### src/rtl/memory_mapped_io_uart_rx.sv
// 8N1 UART receiver that deposits bytes into a 256-entry ring buffer.
// The receiver advances queue_tail; the consumer reads through rd_addr and owns queue_head.
module memory_mapped_io_uart_rx #(
    parameter int CLK_FREQ  = 27000000,
    parameter int BAUD_RATE = 115200
) (
    input  logic       clk,
    input  logic       rst_n,
    input  logic       uart_rx,
    input  logic [7:0] queue_head,
    output logic [7:0] queue_tail,
    input  logic [7:0] rd_addr,
    output logic [7:0] rd_data,
    output logic       overrun,
    output logic       frame_err,
    input  logic       err_clear,
    output logic       busy
);

    localparam int CLKS_PER_BIT = CLK_FREQ / BAUD_RATE;
    localparam int CNT_W        = (CLKS_PER_BIT > 2) ? $clog2(CLKS_PER_BIT) : 1;
    localparam logic [CNT_W-1:0] HALF_LAST = CNT_W'(CLKS_PER_BIT / 2 - 1);
    localparam logic [CNT_W-1:0] BIT_LAST  = CNT_W'(CLKS_PER_BIT - 1);

    typedef enum logic [1:0] {
        IDLE  = 2'd0,
        START = 2'd1,
        DATA  = 2'd2,
        STOP  = 2'd3
    } state_t;

    state_t           state_reg, state_next;
    logic [CNT_W-1:0] cnt_reg;
    logic [2:0]       bit_idx_reg;
    logic [7:0]       shift_reg;
    logic             sync1_reg, rx_s_reg;
    logic [7:0]       tail_reg;
    logic             overrun_reg, frame_err_reg;
    logic [7:0]       rd_data_reg;
    logic [7:0]       mem [0:255];

    logic full;
    logic do_write, set_overrun, set_frame_err, sample_data, start_data;

    assign full = (tail_reg + 8'd1) == queue_head;

    // Two-flop synchroniser; idles high so reset never looks like a start bit.
    always_ff @(posedge clk or negedge rst_n) begin
        if (!rst_n) begin
            sync1_reg <= 1'b1;
            rx_s_reg  <= 1'b1;
        end else begin
            sync1_reg <= uart_rx;
            rx_s_reg  <= sync1_reg;
        end
    end

    always_comb begin
        state_next    = state_reg;
        do_write      = 1'b0;
        set_overrun   = 1'b0;
        set_frame_err = 1'b0;
        sample_data   = 1'b0;
        start_data    = 1'b0;
        case (state_reg)
            IDLE: begin
                if (!rx_s_reg) state_next = START;
            end
            START: begin
                if (cnt_reg == HALF_LAST) begin
                    if (rx_s_reg) begin
                        state_next = IDLE;
                    end else begin
                        state_next = DATA;
                        start_data = 1'b1;
                    end
                end
            end
            DATA: begin
                if (cnt_reg == BIT_LAST) begin
                    sample_data = 1'b1;
                    if (bit_idx_reg == 3'd7) state_next = STOP;
                end
            end
            STOP: begin
                // Leave mid stop bit so a back-to-back start edge is not missed.
                if (cnt_reg == BIT_LAST) begin
                    state_next = IDLE;
                    if (!rx_s_reg)  set_frame_err = 1'b1;
                    else if (full)  set_overrun   = 1'b1;
                    else            do_write      = 1'b1;
                end
            end
            default: state_next = IDLE;
        endcase
    end

    always_ff @(posedge clk or negedge rst_n) begin
        if (!rst_n) begin
            state_reg     <= IDLE;
            cnt_reg       <= '0;
            bit_idx_reg   <= 3'd0;
            shift_reg     <= 8'd0;
            tail_reg      <= 8'd0;
            overrun_reg   <= 1'b0;
            frame_err_reg <= 1'b0;
        end else begin
            state_reg <= state_next;
            if (state_next != state_reg || state_reg == IDLE) cnt_reg <= '0;
            else                                              cnt_reg <= cnt_reg + 1'b1;

            if (start_data) begin
                bit_idx_reg <= 3'd0;
            end else if (sample_data) begin
                shift_reg[bit_idx_reg] <= rx_s_reg;
                bit_idx_reg            <= bit_idx_reg + 3'd1;
            end

            if (do_write) tail_reg <= tail_reg + 8'd1;

            // A new error event beats a simultaneous clear.
            if (set_overrun)    overrun_reg <= 1'b1;
            else if (err_clear) overrun_reg <= 1'b0;

            if (set_frame_err)  frame_err_reg <= 1'b1;
            else if (err_clear) frame_err_reg <= 1'b0;
        end
    end

    // Buffer storage carries no reset so it maps onto block RAM.
    always_ff @(posedge clk) begin
        if (do_write) mem[tail_reg] <= shift_reg;
    end

    always_ff @(posedge clk or negedge rst_n) begin
        if (!rst_n) rd_data_reg <= 8'd0;
        else        rd_data_reg <= mem[rd_addr];
    end

    assign queue_tail = tail_reg;
    assign rd_data    = rd_data_reg;
    assign overrun    = overrun_reg;
    assign frame_err  = frame_err_reg;
    assign busy       = (state_reg != IDLE);

endmodule

### config.mk
export PLATFORM = sky130hd
export DESIGN_NAME = memory_mapped_io_uart_rx
export DESIGN_NICKNAME = d
export VERILOG_FILES = /design/src/rtl/memory_mapped_io_uart_rx.sv
export SDC_FILE = /design/constraint.sdc
export NUM_CORES = 2
export LEC_CHECK = 0
export CAP_MARGIN = 20
export CELL_PAD_IN_SITES_DETAIL_PLACEMENT = 0
export CELL_PAD_IN_SITES_GLOBAL_PLACEMENT = 1
export CORE_MARGIN = 2
export CORE_UTILIZATION = 40
export CTS_BUF_LIST = sky130_fd_sc_hd__clkbuf_4 sky130_fd_sc_hd__clkbuf_8 sky130_fd_sc_hd__clkbuf_16
export DETAILED_ROUTE_END_ITERATION = 12
export HOLD_SLACK_MARGIN = 0.02
export PLACE_DENSITY_LB_ADDON = 0.1
export SLEW_MARGIN = 25
export SYNTH_ARGS = -nofsm -noshare
export SYNTH_HDL_FRONTEND = slang
export SYNTH_SLANG_ARGS = --single-unit
### constraint.sdc
create_clock -name clk -period 5.7 [get_ports clk]
set_input_delay 0.855 -clock clk [delete_from_list [all_inputs] [get_ports clk]]
set_output_delay 0.855 -clock clk [all_outputs]
set_load 0.05 [all_outputs]
==> key figures <==
Outcome
  • Outcome: complete, no violations

Timing
  • Unrepaired setup endpoints after global routing: no
  • Min Tclk post-route: 4.27 ns
  • Setup TNS: 0 ns
  • Max Fclk: 234 MHz
  • Final Hold Fails: 0
  • # setup viols final: 0
  • Slew Limit Headroom: 27.9%
  • Clk_skew: 0.0307 ns
  • Period utilization: 74.9%
  • Slew Viols, Final: 0
  • Worst-Margin Slew: 1.08 ns

Clocking
  • Clk slew on worst S/H paths: 0.06 ns
  • Root buf cell: clkbuf_16
  • Post-cts sizing count: 0
  • CTS hold repair buffers: 0
  • Post-CTS Setup Bufs: 0
  • Sink Count: 2089
  • CTS max path bufs: 3
  • CTS tree: yes
  • Num CTS Buffers: 219
  • H-tree Lvls: 4
  • Worst skew pair latency: 0.85 ns

Power
  • Power Total: 31.6 mW
  • Maximum VDD drop: 0.239 mV
  • Leak pwr: 34.6 nW
  • Pwr Density: 338 nW/um2

Worst setup path
  • Worst R2R End: mem[252][0]
  • CP max FO: 20
  • Critical Path Most Common Cell: o21ai_0
  • Critical Path RT: 6.18 ns
  • Setup CP Type: flop to flop
  • R2R cell count: 10
  • Crit path DAT: 4.75 ns
  • Worst R2R Start: queue_tail[0]
  • CP max-delay cell: nor2_1
  • CP cell instances: ha_1 -> nor3b_1 -> o21ai_0 -> o21ai_0 -> o21ai_0 -> a211o_2 -> buf_4 -> nand4_4 -> buf_4 -> nor2_1
  • CP Depth: 10
  • Setup crit start kind: flop
  • R2R Setup Slk: 1.43 ns
  • Worst setup EP type: flop
  • Cell family with most CP delay: simple AND/OR/NAND/NOR gates
  • Crit-path max cell delay: 0.67 ns
  • Buf+Inv Stages, Crit Path: 2

Floorplan
  • Core Box Area: 205000 um2
  • Starting Density: 40.3%
  • DIE AREA: 210000 um2
  • Die span in y: 458 um
  • Num ports: 39
  • Cell row count: 166
  • Die X: 458 um

Synth
  • Yosys top cell area share: 74.6%
  • Most used flip-flop cell after synthesis: edfxtp_1
  • Post-synthesis sequential area ratio: 75.8%
  • Synth Instances: 4087
  • Syn Std Cell Area: 82500 um2
  • Synthesized Nets: 4116
  • Ys Warns: 0
  • Ys async rst share: 1.96%
  • Number of synthesized register bits: 2089
  • Synth unique cells: 74
  • Area contributors post-synth: edfxtp_1 (75%), mux4_2 (11%), mux2i_1 (3.2%)
  • Number of synthesized flops with an enable pin: 2048
  • Most frequent cell after synthesis: edfxtp_1
  • Synth cell count leaders: edfxtp_1 (2048), mux4_2 (410), nor2_1 (294), mux2i_1 (264), nand2_1 (123)
  • Syn avg cell area: 20.2 um2
  • Synth area leader: edfxtp_1

Global route
  • Vias in the first global route: 42183
  • GRT Residual Overflow: 0
  • Initial antenna violation count: 9
  • Tot GR Track Use: 22.5%
  • First-pass GRT wire length: 334 mm
  • Largest net degree at the start of global routing: 181

Cells and area
  • Net count, final: 4315
  • # fillers: 17424
  • Largest register FFs: 2048
  • Fraction of layout cells with a size suffix above 1: 23.2%
  • Largest Register: mem
  • Layout area overhead: 13.4%

Hold path
  • Hold Crit Class: input pin to async pin

Drt
  • Drt drc: 0
  • Initial DRT Pass Iterations: 5
  • ANT nets after route: 0
  • Final WL: 236 mm
  • Vias post-DR: 41034
  • Avg Vias per Cell: 5.73
  • Routed len/inst: 33.0 um
  • Initial DRC Count: 4406

Placed design
  • PortBufs: 38
  • Final HPWL DP: 144 mm
  • RD Place Congestion: 0.810

Flow run
  • Max Cap Violations: 0
==> per-layer routing <==
metal,vias up,routed length [um],GRT usage (%)
met5,-,13,0
met4,2,5320,5.59
met3,279,12400,3.39
met2,1218,113000,35.9
met1,22212,105000,32.5
li1,17323,-,-
==> worst max path at each step <==
stage,startpoint,to,slack (ns)
after floorplan,shift_reg[0],mem[0][0],1.72
after global placement,rd_addr[7],rd_data[4],0.18
after detailed placement,rd_addr[0],rd_data[4],0.89
after CTS,queue_tail[0],mem[252][1],1.40
after global routing,queue_tail[0],mem[26][7],1.19
final,queue_tail[0],mem[252][0],1.43
==> power by group <==
group / total (mW) / internal, mW / leakage (nW) / switching (mW)
sequential: 16.6 / 16.6 / 24.4 / 0.0160
combinational: 0.905 / 0.303 / 6.71 / 0.603
clock: 14.1 / 8.12 / 3.54 / 5.93
total: 31.6 / 25.0 / 34.6 / 6.55
==> cells in the final DEF (no fill, tap or decap), types with 46 or more instances in the layout <==
master	instances
o22ai_1	57
mux4_2	410
mux2i_1	264
buf_4	167
clkbuf_4	46
o221ai_1	95
edfxtp_1	2048
a21oi_1	72
nor2_1	290
nand2_1	122
clkbuf_16	226
clkinv_2	52
clkinv_1	48
==> area by class of cell <==
class / count / area, um2 / area share [%]
Clock inverter: 127 / 1030 / 1.10
Multi-Input combinational cell: 1734 / 18300 / 19.5
Timing Repair Buffer: 233 / 2230 / 2.39
Antenna cell: 4 / 10.0 / 0.0107
Sequential cell: 2089 / 62600 / 66.9
Tap cell: 2688 / 3360 / 3.60
Inverter: 9 / 37.5 / 0.0401
Clock buffer: 274 / 6030 / 6.45
==> cell families after synthesis <==
| kind of cell | synth area share, % |
|---|---|
| XOR/XNOR | 0.244 |
| buffers and inverters | 2.12 |
| AO/OA/AOI/OAI | 3.37 |
| flip-flops | 75.8 |
| adder cells (fa/ha/maj) | 0.137 |
| AND/OR/NAND/NOR | 3.61 |
| multiplexers | 14.7 |
==> stage by stage <==
step | worst slack (ns) | area (um2) | utilization [%] | hold slack, ns | std cells
floorplan | 1.72 | 82500 | - | 0.345 | 4087
global placement | 0.182 | 86400 | 42.2 | 0.345 | 6749
detailed placement | 0.893 | 86400 | 42.2 | 0.354 | 6752
CTS | 1.40 | 93500 | 45.6 | 0.115 | 7153
global route | 1.19 | 93500 | 45.7 | 0.157 | 7156
finish | 1.43 | 93500 | 45.7 | 0.149 | 7158
Power figures use the tool's default switching activity.
